===== src/rtl/i3c_tgt_cfg_pkg.sv =====
// Shared types and constants for the I3C target personality store.
package i3c_tgt_cfg_pkg;

  typedef enum logic [1:0] {
    CccSetda  = 2'd0,
    CccRstdaa = 2'd1,
    CccSetmwl = 2'd2,
    CccSetmrl = 2'd3
  } ccc_op_e;

  typedef enum logic [1:0] {
    StIdle = 2'd0,
    StScan = 2'd1,
    StDone = 2'd2
  } scan_state_e;

  localparam logic [15:0] MwlResetValue = 16'd256;
  localparam logic [15:0] MrlResetValue = 16'd256;
  localparam logic [6:0]  BcastAddr     = 7'h7E;
  localparam logic [6:0]  HotJoinAddr   = 7'h02;

endpackage


===== src/rtl/tgt_addr_scan.sv =====
// Sequential address-match engine: one table entry per cycle, lowest index wins.
// I3C_TGT_CFG_BCAST_MATCH_EN short-circuits broadcast/Hot-Join addresses without a scan.
module tgt_addr_scan
  import i3c_tgt_cfg_pkg::*;
#(
  parameter int unsigned NumTargets = 2,
  parameter int unsigned IdxW       = (NumTargets > 1) ? $clog2(NumTargets) : 1
) (
  input  logic                       clk_i,
  input  logic                       rst_ni,
  input  logic                       start_i,
  input  logic [6:0]                 addr_i,
  input  logic [NumTargets-1:0][6:0] sta_addr_i,
  input  logic [NumTargets-1:0]      sta_valid_i,
  input  logic [NumTargets-1:0][6:0] dyn_addr_i,
  input  logic [NumTargets-1:0]      dyn_valid_i,
  output logic                       idle_o,
  output logic                       ack_o,
  output logic                       hit_o,
  output logic [IdxW-1:0]            idx_o,
  output logic                       bcast_o
);

  scan_state_e     state_q, state_d;
  logic [IdxW-1:0] ptr_q;
  logic [6:0]      addr_q;
  logic            hit_q;
  logic [IdxW-1:0] idx_q;
  logic            bcast_q;
  logic            entry_hit;
  logic            last_entry;
  logic            is_bcast;

`ifdef I3C_TGT_CFG_BCAST_MATCH_EN
  assign is_bcast = (addr_i == BcastAddr) || (addr_i == HotJoinAddr);
`else
  assign is_bcast = 1'b0;
`endif

  // A valid dynamic address shadows the static one for that entry.
  always_comb begin
    entry_hit  = 1'b0;
    if (dyn_valid_i[ptr_q]) begin
      entry_hit = (dyn_addr_i[ptr_q] == addr_q);
    end else begin
      entry_hit = sta_valid_i[ptr_q] && (sta_addr_i[ptr_q] == addr_q);
    end
    last_entry = (ptr_q == IdxW'(NumTargets - 1));
  end

  always_ff @(posedge clk_i or negedge rst_ni) begin
    if (!rst_ni) begin
      state_q <= StIdle;
      ptr_q   <= '0;
      addr_q  <= '0;
      hit_q   <= 1'b0;
      idx_q   <= '0;
      bcast_q <= 1'b0;
    end else begin
      state_q <= state_d;
      if (state_q == StIdle && start_i) begin
        addr_q  <= addr_i;
        ptr_q   <= '0;
        hit_q   <= 1'b0;
        idx_q   <= '0;
        bcast_q <= is_bcast;
      end else if (state_q == StScan) begin
        if (entry_hit) begin
          hit_q <= 1'b1;
          idx_q <= ptr_q;
        end else if (!last_entry) begin
          ptr_q <= ptr_q + 1'b1;
        end
      end
    end
  end

  always_comb begin
    state_d = state_q;
    unique case (state_q)
      StIdle: if (start_i) state_d = is_bcast ? StDone : StScan;
      StScan: if (entry_hit || last_entry) state_d = StDone;
      StDone: state_d = StIdle;
      default: state_d = StIdle;
    endcase
  end

  always_comb begin
    idle_o  = (state_q == StIdle);
    ack_o   = (state_q == StDone);
    hit_o   = ack_o & hit_q;
    idx_o   = ack_o ? idx_q : '0;
    bcast_o = ack_o & bcast_q;
  end

endmodule


===== src/rtl/target_cfg_bank.sv =====
// Per-target address/limit table with CCC update port, CSR commit and match engine.
// Optional broadcast match short-cut: define I3C_TGT_CFG_BCAST_MATCH_EN.
module target_cfg_bank
  import i3c_tgt_cfg_pkg::*;
#(
  parameter int unsigned NumTargets = 2,
  parameter int unsigned IdxW       = (NumTargets > 1) ? $clog2(NumTargets) : 1
) (
  input  logic                     clk_i,
  input  logic                     rst_ni,
  input  logic [7*NumTargets-1:0]  csr_sta_addr_i,
  input  logic [NumTargets-1:0]    csr_sta_valid_i,
  input  logic [7*NumTargets-1:0]  csr_dyn_addr_i,
  input  logic [NumTargets-1:0]    csr_dyn_valid_i,
  input  logic                     csr_commit_i,
  input  logic                     ccc_req_i,
  input  logic [1:0]               ccc_op_i,
  input  logic [IdxW-1:0]          ccc_idx_i,
  input  logic [15:0]              ccc_data_i,
  output logic                     ccc_ack_o,
  output logic                     ccc_err_o,
  input  logic                     match_req_i,
  input  logic [6:0]               match_addr_i,
  output logic                     match_ack_o,
  output logic                     match_hit_o,
  output logic [IdxW-1:0]          match_idx_o,
  output logic                     match_bcast_o,
  output logic [7*NumTargets-1:0]  dyn_addr_o,
  output logic [NumTargets-1:0]    dyn_valid_o,
  output logic [16*NumTargets-1:0] mwl_o,
  output logic [16*NumTargets-1:0] mrl_o,
  output logic                     busy_o
);

  logic [NumTargets-1:0][6:0]  sta_addr_q, dyn_addr_q, csr_sta_addr, csr_dyn_addr;
  logic [NumTargets-1:0]       sta_valid_q, dyn_valid_q;
  logic [NumTargets-1:0][15:0] mwl_q, mrl_q;
  logic                        ccc_ack_q, ccc_err_q, commit_pend_q;
  logic                        scan_idle, ccc_go, commit_go, match_go;
  logic                        idx_ok, setda_collide, ccc_err_d;
  ccc_op_e                     op;

  assign csr_sta_addr = csr_sta_addr_i;
  assign csr_dyn_addr = csr_dyn_addr_i;
  assign op           = ccc_op_e'(ccc_op_i);

  // The ack cycle still sees the request high; it must not start a second op.
  assign ccc_go    = scan_idle && ccc_req_i && !ccc_ack_q;
  assign commit_go = scan_idle && !ccc_go && (csr_commit_i || commit_pend_q);
  assign match_go  = scan_idle && !ccc_go && !commit_go && match_req_i;

  always_comb begin
    idx_ok        = (32'(ccc_idx_i) < NumTargets);
    setda_collide = 1'b0;
    for (int unsigned k = 0; k < NumTargets; k++) begin
      if ((32'(ccc_idx_i) != k) && dyn_valid_q[k] && (dyn_addr_q[k] == ccc_data_i[6:0])) begin
        setda_collide = 1'b1;
      end
    end
    if (op == CccRstdaa) begin
      ccc_err_d = 1'b0;
    end else begin
      ccc_err_d = !idx_ok || ((op == CccSetda) && setda_collide);
    end
  end

  always_ff @(posedge clk_i or negedge rst_ni) begin
    if (!rst_ni) begin
      sta_addr_q    <= '0;
      sta_valid_q   <= '0;
      dyn_addr_q    <= '0;
      dyn_valid_q   <= '0;
      mwl_q         <= {NumTargets{MwlResetValue}};
      mrl_q         <= {NumTargets{MrlResetValue}};
      ccc_ack_q     <= 1'b0;
      ccc_err_q     <= 1'b0;
      commit_pend_q <= 1'b0;
    end else begin
      ccc_ack_q <= ccc_go;
      ccc_err_q <= ccc_go && ccc_err_d;
      if (commit_go) begin
        commit_pend_q <= 1'b0;
      end else if (csr_commit_i) begin
        commit_pend_q <= 1'b1;
      end
      if (commit_go) begin
        sta_addr_q  <= csr_sta_addr;
        sta_valid_q <= csr_sta_valid_i;
        dyn_addr_q  <= csr_dyn_addr;
        dyn_valid_q <= csr_dyn_valid_i;
      end else if (ccc_go && !ccc_err_d) begin
        unique case (op)
          CccSetda: begin
            dyn_addr_q[ccc_idx_i]  <= ccc_data_i[6:0];
            dyn_valid_q[ccc_idx_i] <= 1'b1;
          end
          CccRstdaa: dyn_valid_q <= '0;
          CccSetmwl: mwl_q[ccc_idx_i] <= ccc_data_i;
          CccSetmrl: mrl_q[ccc_idx_i] <= ccc_data_i;
          default: ;
        endcase
      end
    end
  end

  tgt_addr_scan #(
    .NumTargets(NumTargets),
    .IdxW      (IdxW)
  ) u_scan (
    .clk_i      (clk_i),
    .rst_ni     (rst_ni),
    .start_i    (match_go),
    .addr_i     (match_addr_i),
    .sta_addr_i (sta_addr_q),
    .sta_valid_i(sta_valid_q),
    .dyn_addr_i (dyn_addr_q),
    .dyn_valid_i(dyn_valid_q),
    .idle_o     (scan_idle),
    .ack_o      (match_ack_o),
    .hit_o      (match_hit_o),
    .idx_o      (match_idx_o),
    .bcast_o    (match_bcast_o)
  );

  assign ccc_ack_o   = ccc_ack_q;
  assign ccc_err_o   = ccc_err_q;
  assign dyn_addr_o  = dyn_addr_q;
  assign dyn_valid_o = dyn_valid_q;
  assign mwl_o       = mwl_q;
  assign mrl_o       = mrl_q;
  assign busy_o      = !scan_idle || commit_pend_q;

endmodule


===== config.mk =====
export PLATFORM = sky130hd
export DESIGN_NAME = target_cfg_bank
export DESIGN_NICKNAME = d
export VERILOG_FILES = /design/src/rtl/i3c_tgt_cfg_pkg.sv /design/src/rtl/tgt_addr_scan.sv /design/src/rtl/target_cfg_bank.sv
export SDC_FILE = /design/constraint.sdc
export NUM_CORES = 1
export LEC_CHECK = 0
export ABC_AREA = 1
export ABC_CLOCK_PERIOD_IN_PS = 3700
export CAP_MARGIN = 20
export CORE_UTILIZATION = 53
export CTS_CLUSTER_SIZE = 14
export DETAILED_ROUTE_END_ITERATION = 10
export GPL_TIMING_DRIVEN = 0
export PLACE_DENSITY = 0.86
export SLEW_MARGIN = 25
export SYNTH_ARGS = -nofsm -noshare
export SYNTH_HDL_FRONTEND = slang
export SYNTH_HIERARCHICAL = 1
export SYNTH_SLANG_ARGS = --single-unit

===== constraint.sdc =====
create_clock -name clk_i -period 3.7 [get_ports clk_i]
set_input_delay 0.555 -clock clk_i [delete_from_list [all_inputs] [get_ports clk_i]]
set_output_delay 0.555 -clock clk_i [all_outputs]
set_load 0.01 [all_outputs]

[Word-level counts from Yosys, hierarchy flattened]
Cells that the tools add are included.
Operators by class
  reductions and logical operators: 39
  div/mod/pow operators: 0
  bitwise operators: 4
  magnitude comparators: 3
  equality and inequality tests: 12
  multiplexer cells: 43
  shift-type cells: 0
  multipliers: 0
  $add $sub $neg: 1
Operators by type and width (count)
  $bwmux 32: 2
  $mux 14: 3
  $mux 7: 5
  $eq 7x7->1: 4
  $mux 1: 22
  $demux 16 s1: 1
  $logic_and 1x1->1: 16
  $mux 16: 1
  $bwmux 14: 1
  $reduce_and 2->1: 5
  $reduce_bool 2->1: 5
  $mux 2: 4
  $pmux 2 s2: 2
  $demux 7 s1: 1
  $eq 2x2->1 const B: 3
  $reduce_and 3->1: 2
  $logic_not 1->1: 5
  $eq 2x1->1 const B: 2
  $logic_not 2->1: 2
  $lt 1x2->1 const B: 2
  $ne 2x2->1 const B: 2
  $logic_or 1x1->1: 3
  $reduce_bool 3->1: 1
  $ne 2x1->1 const B: 1
  6 further kinds: 7
Word-level totals
  latch bits: 0
  memories: 0
  input port bits: 63
  ROM bits: 0
  output and inout port bits: 87
  bits in writable memories: 0
  register bits: 111
  logic and storage cells: 120

[Longest topological paths before layout]
Gate-level depths: netlist of the first run.
  depth in word-level cells: 12
  gate-level depth with buffers: 15
  gate-level depth less buffers: 13

[Modules after synthesis]
The synthesis of the first run kept the hierarchy.
By module, submodules not included
  target_cfg_bank: seq. area each 2482.4 um^2, area each 4529.3 um^2, cells an instance 514, times used 1
  tgt_addr_scan: seq. area each 300.3 um^2, area each 1067.3 um^2, cells an instance 184, times used 1

[Least setup slack after synthesis of the first run]
Ideal clock, no wire load.
  path type: flip-flop to flip-flop
  start point: register u_scan.state_q[0]
  end point: register u_scan.addr_q[2]
  setup time: 0.131 ns
  required time: 3.569 ns
  path buffers: 2
  clock period less this slack: 2.164 ns
  path slack: 1.536 ns
  stages on the path, launching flop included: 13
  data arrival time: 2.033 ns
  cells stage by stage: dfrtp_1 nor2_1 inv_2 nor3_4 nor2_4 clkbuf_1 nand2_1 nor2_1 nand2_1 clkinv_1 clkbuf_1 nand2_1 o21ai_0
On the way
  longest elaborated chain between the ends: 10
RTL lines
  from (decl): RTL line tgt_addr_scan.sv:24  | scan_state_e state_q, state_d;
  from (signal assigned): RTL line tgt_addr_scan.sv:53  | state_q <= StIdle;
  from (signal assigned): RTL line tgt_addr_scan.sv:60  | state_q <= state_d;
  $logic_not 2->1 (*): RTL line tgt_addr_scan.sv:89  | idle_o = (state_q == StIdle);
  net scan_idle: RTL line target_cfg_bank.sv:39  | logic scan_idle, ccc_go, commit_go, match_go;
  $logic_and 1x1->1 (*) (2 in a row): RTL line target_cfg_bank.sv:48  | assign ccc_go = scan_idle && ccc_req_i && !ccc_ack_q;
  net ccc_go: RTL line target_cfg_bank.sv:39
  $logic_not 1->1 (*): RTL line target_cfg_bank.sv:49, target_cfg_bank.sv:50
  $logic_and 1x1->1 (*): RTL line target_cfg_bank.sv:49, target_cfg_bank.sv:50
  $logic_and 1x1->1: RTL line target_cfg_bank.sv:49  | assign commit_go = scan_idle && !ccc_go && (csr_commit_i || commit_pend_q);
  $logic_not 1->1: RTL line target_cfg_bank.sv:50  | assign match_go = scan_idle && !ccc_go && !commit_go && match_req_i;
  $logic_and 1x1->1 (*) (2 in a row): RTL line target_cfg_bank.sv:50
  net match_go: RTL line target_cfg_bank.sv:39
  $logic_and 1x1->1 (*): RTL line tgt_addr_scan.sv:61  | if (state_q == StIdle && start_i) begin
  to (signal assigned): RTL line tgt_addr_scan.sv:62  | addr_q <= addr_i;
  to (decl): RTL line tgt_addr_scan.sv:26  | logic [6:0] addr_q;
The timed path passes the listed nets; every way through them passes the cells marked *.
A chain may end at the register's enable or synchronous reset.

[Worst setup path after layout of the first run]
  start point: register u_scan.state_q[0]
  end point: register u_scan.addr_q[1]
Same word-level chain as after synthesis.

==> results of run 1 <==
==> stage by stage <==
step | instances | TNS, ns | cell area [sq um] | utilization, % | hold WS, ns
4_1_cts | 999 | 0 | 7460 | 72.6 | 0.0505
6_report | 999 | 0 | 7460 | 72.6 | 0.0449
2_1_floorplan | 698 | 0 | 5600 | - | 0.259
3_5_place_dp | 983 | 0 | 7280 | 70.8 | 0.460
5_1_grt | 999 | 0 | 7460 | 72.6 | 0.0580
3_3_place_gp | 982 | -221.00 | 7250 | 70.5 | 0.458
==> cells by family (layout without fill, tap and decap cells) <==
kind of cell / Yosys count / in the layout / share of synthesized area [%]
DFF: 111 / 111 / 49.7
AOI/OAI and AO/OA: 63 / 63 / 6.33
other: 1 / 1 / 0.0670
muxes: 16 / 16 / 3.22
and+or+nand+nor: 413 / 413 / 32.8
xor gates and xnor gates: 1 / 1 / 0.157
buffers and inverters: 93 / 258 / 7.76
==> registers in the layout (all words and copies together), names as in the netlist <==
| signal | count |
|---|---|
| ccc_ack_o | 1 |
| ccc_err_o | 1 |
| commit_pend_q | 1 |
| dyn_addr_o | 14 |
| dyn_valid_o | 2 |
| mrl_o | 32 |
| mwl_o | 32 |
| sta_addr_q | 14 |
| sta_valid_q | 2 |
| u_scan/addr_q | 7 |
| u_scan/hit_q | 1 |
| u_scan/idx_q | 1 |
| u_scan/last_entry | 1 |
| u_scan/state_q | 2 |
==> where the power goes <==
part | internal, mW | switching, mW | total (mW)
clock | 0.260 | 0.444 | 0.704
combinational | 1.50 | 1.70 | 3.20
sequential | 1.77 | 0.429 | 2.20
==> final cells by class <==
class | count | area share (%)
Sequential cell | 111 | 37.3
Inverter | 60 | 3.08
Timing Repair Buffer | 149 | 20.2
Buffer | 33 | 2.73
Multi-Input combinational cell | 494 | 31.9
Clock buffer | 9 | 1.66
Clock inverter | 7 | 0.838
Tap cell | 136 | 2.28
==> how the worst max path moves through the flow <==
stage,endpoint,slack (ns),depth (start not counted)
6_report,u_scan/addr_q[1],0.85,11
5_1_grt,u_scan/addr_q[2],0.69,12
4_1_cts,u_scan/addr_q[1],0.93,11
3_5_place_dp,u_scan/addr_q[2],0.66,12
3_3_place_gp,mwl_o[31],-2.05,1
2_1_floorplan,u_scan/addr_q[2],1.54,12
==> cells in the final DEF (no fill, tap or decap), drive strengths merged <==
cell type      instances
nand2                295
clkdlybuf4s50        147
dfrtp                107
inv                   61
nand3                 50
o21ai                 42
nand4                 37
nor2                  27
clkbuf                23
buf                   21
mux2                  16
o21a                  14
clkinv                 6
a21oi                  5
dfstp                  4
nor3                   3
xnor2                  1
or2                    1
o21bai                 1
o22ai                  1
conb                   1
==> per-layer routing <==
metal	track usage, %	up-vias	share of wire (%)
met1	41.7	2569	42
met5	0	-	0
met2	51.3	264	48
met4	12.3	0	3.2
li1	-	2556	-
met3	5.55	47	7.6
==> metrics, run 1 <==
outcome finished, final reports clean; CTS tree built; Die ar. 11000 sq um; Sequential Area 2780 sq um; Residual DRC 0; number of global-route vias before repair 5343; RSZ-0062 raised after global routing no; synth unique cells 35; root buf cell clkbuf_8; Post-DP HPWL 12.7 mm; Via density 5.44; total power 6.10 mW; NumNets Final 921; Yosys top cell area share 47.8%; via count 5436; Worst Reg-to-Reg Cells 11; Synth Flop Type dfrtp_1; Leak 3.64 nW; input/output buffers 148; fin crit share 77.2%; ANT cells 0; Placer Congestion 0.942; Seq/Total Area, Yosys 49.7%; Worst slew margin 60.3%; r2r endpoint u_scan/addr_q[1]; worst hold path type primary input to asynchronous set/reset pin; CTS max path bufs 2; FF-to-FF Start u_scan/state_q[0]; async set-reset flop share out of synthesis 100%; Area contributors post-synth dfrtp_1, nand2_1, nand3_1; Max IR drop VDD 390 uV; max-cap viol count 0; Worst Setup Slack post-DPL 0.662 ns; synthesized net count 761; first-pass GRT wire length 26.9 mm; Least-Margin Pin Slew 0.596 ns; row cnt 37; Buffers & Inverters on Critical Path 4; IO Count 150; Syn Area/Cell 8.02 sq um; cts bufs inserted 9; DRT antenna net count 0; #FFs+latches synth 111; CP top delay family simple AND/OR/NAND/NOR gates; top cells by count, synth nand2_1, dfrtp_1, inv_1; Post-synth EDFFs 0; crit path DAT 3.14 ns; routed len/inst 16.8 um; DRT iter0 DRCs 420; Crit. Startpoint u_scan/state_q[0]; Filler cells 816; initial antenna violation count 0; crit path max fanout 10; initial core utilization 54.5%; Post-Syn Area 5600 sq um; Final Hold Viols 0; largest net degree at the start of global routing 78; Die X 105 um; Period minus WS final 2.85 ns; Worst Slack Setup Final 0.845 ns; Worst EP required 3.99 ns; cell taking the most area after synthesis dfrtp_1; post_cts resized 0; Area Growth Syn to Fin 33.4%; clock-pin slew on the worst setup and hold paths 0.11 ns; total gr overflow 0; GRT Util Overall 31.4%; most common cell in the netlist nand2_1; Post-CTS Setup Bufs 0; core area 10300 sq um; power per cell area 818 nW/um^2; skew final 0.0168 ns; # clock sinks 111; Worst path slowest cell nor3_4; layout cells sized above 1 9.15%; CTS H-tree lvls 3; Total Wirelength 16.8 mm; crit-path max cell delay 0.49 ns; Setup-failing EPs final 0; pins over their slew limit 0; CP Class register to register; Die Y-Extent 105 um; worst-path cell chain nor2_1 > inv_2 > nor3_4 > nor2_4 > clkbuf_1 > nand2_1 > nor2_1 > nand2_1 > clkinv_1 > clkbuf_1 > o21ai_0; multi-input combinational cell area 2380 sq um; Achievable Freq 0.350 GHz; hold buffer count at CTS 0; synth warn 6; R2R Setup Slk 0.85 ns; crit path launch type register; DRT Pass-1 Iters 5; crit end category register; clk_lat worst skew 0.38 ns; Cells after Synth 698
No activity file was read; power rests on OpenSTA's default activity.
==> inputs of run 2 (changes only) <==
- ABC_CLOCK_PERIOD_IN_PS: 3700 -> 2500
- CORE_UTILIZATION: 53 -> 44
- PLACE_DENSITY: 0.86 -> 0.77
- clock period: 3.7 -> 2.5 ns (I/O delays scaled with it)
==> metrics, run 2 (synthesized netlist as in run 1, its figures left out) <==
outcome finished, final reports clean; power per cell area 1230 nW/um^2; wire length on met1 7.40 mm; root buf cell clkbuf_16; Via density 5.14; clk_lat worst skew 0.35 ns; Post-Route Utilization 62.5%; Area Growth Syn to Fin 36.3%; IO Count 150; ANT cells 0; initial core utilization 45.8%; NumNets Final 921; crit path DAT 2.57 ns; Psw 3.78 mW; Setup-failing EPs final 0; max-cap viol count 0; Die X 115 um; # clock sinks 111; crit path max fanout 17; Worst slew margin 60.0%; Die Y-Extent 115 um; register share of total power 34.6%; CTS H-tree lvls 3; crit end category register; Sw Ratio 40.4%; Total Wirelength 15.7 mm; Max IR drop VDD 564 uV; largest net degree at the start of global routing 59; routed len/inst 15.2 um; leading cell type in the layout, fill and taps excluded nand2_1; Die ar. 13200 sq um; RSZ-0062 raised after global routing no; DRT antenna net count 0; crit path launch type register; pins over their slew limit 0; Placer Congestion 0.914; core area 12200 sq um; total gr overflow 0; CTS tree built; DRT Pass-1 Iters 5; Least-Margin Pin Slew 0.600 ns; Residual DRC 0; row cnt 40; Worst EP required 2.74 ns; CP Class register to register; fin crit share 93.3%; Period minus WS final 2.33 ns; GRT Util Overall 25.3%; Final Hold Viols 0; commonest non-fill, non-tap cells in the layout nand2_1, clkdlybuf4s50_1, dfrtp_1, inv_1, nand3_1; dpl cells 1015; uppermost routed layer met4; Filler cells 1077; CTS max path bufs 2; met2 wire len 6.87 mm; skew final 0.00920 ns; Clock power frac 15.4%; routed wl met3 1.10 mm; first-pass GRT wire length 25.5 mm; input/output buffers 148; Internal 5.57 mW; non-filler cells, final 1031; Achievable Freq 0.429 GHz; number of global-route vias before repair 4930; worst hold path type register to register; DRT iter0 DRCs 432; Comb power frac 50.0%; Post-DP HPWL 11.8 mm; layout cells sized above 1 9.73%; via count 5302; clock-pin slew on the worst setup and hold paths 0.08 ns; cts bufs inserted 9; initial antenna violation count 0; Leak 3.70 nW
[run 2: stage by stage]
stage | setup slack [ns] | hold WS, ns | total power, mW | instance area [sq um] | TNS (ns)
after CTS | 0.144 | 0.470 | 9.36 | 7630 | 0
after floorplan | 0.336 | 0.0794 | 5.82 | 5600 | 0
after global placement | -3.18 | 0.459 | 7.82 | 7290 | -353.86
final | 0.168 | 0.469 | 9.35 | 7630 | 0
after global routing | 0.0235 | 0.481 | 10.0 | 7630 | 0
after detailed placement | -0.426 | 0.358 | 7.90 | 7320 | -8.41
[run 2: timing repair]
action	in CTS	in global routing
buffers inserted	1	0
pin swaps	1	0
hold endpoints to repair	48	0
setup endpoints to repair	10	36
resized for setup	0	7
hold buffers	1	0
[run 2: power groups by stage]
| stage | Combinational [mW] | Sequential (mW) | Clock [mW] |
|---|---|---|---|
| after CTS | 4.68 | 3.22 | 1.46 |
| after global routing | 5.18 | 3.32 | 1.54 |
| after floorplan | 2.46 | 3.36 | 0 |
| final | 4.68 | 3.24 | 1.44 |
| after detailed placement | 4.65 | 3.24 | 0 |
| after global placement | 4.58 | 3.23 | 0 |
[run 2: path summary, 6_finish.rpt]
path	startpoint	end	slack, ns	cells after the start
worst min register to register	mwl_o[8]	mwl_o[8]	0.47	2
min in group asynchronous	rst_ni	dyn_addr_o[11]	0.54	2
worst min-delay path	mwl_o[8]	mwl_o[8]	0.47	2
worst max-delay path	u_scan/state_q[0]	dyn_addr_o[4]	0.17	9
worst max register to register	u_scan/state_q[0]	dyn_addr_o[4]	0.17	9
max in group asynchronous	rst_ni	mrl_o[24]	1.26	3
[run 2: layout make-up]
cell class | instances | area [sq um] | share of cell area, %
buffer | 31 | 200 | 2.62
tap | 168 | 210 | 2.76
timing repair buffer | 151 | 1530 | 20.0
clock buffer | 10 | 239 | 3.13
sequential | 111 | 2780 | 36.5
clock inverter | 6 | 56.3 | 0.738
inverter | 60 | 234 | 3.07
multi-input combinational | 494 | 2380 | 31.2
[run 2: per-layer routing]
layer | track usage, % | up-vias
li1 | - | 2565
met1 | 36.7 | 2515
met2 | 38.7 | 200
met3 | 3.80 | 22
met4 | 8.92 | 0
met5 | 0 | -
[run 2: worst max-delay path, stage by stage (launching register included)]
cell and delay, ns:
dfrtp_1 0.42, nor2_1 0.19, inv_2 0.11, nor2_4 0.37
nand2_4 0.20, nand2_1 0.23, clkbuf_1 0.40, o21ai_0 0.14
nand3_1 0.11, nand2_1 0.06
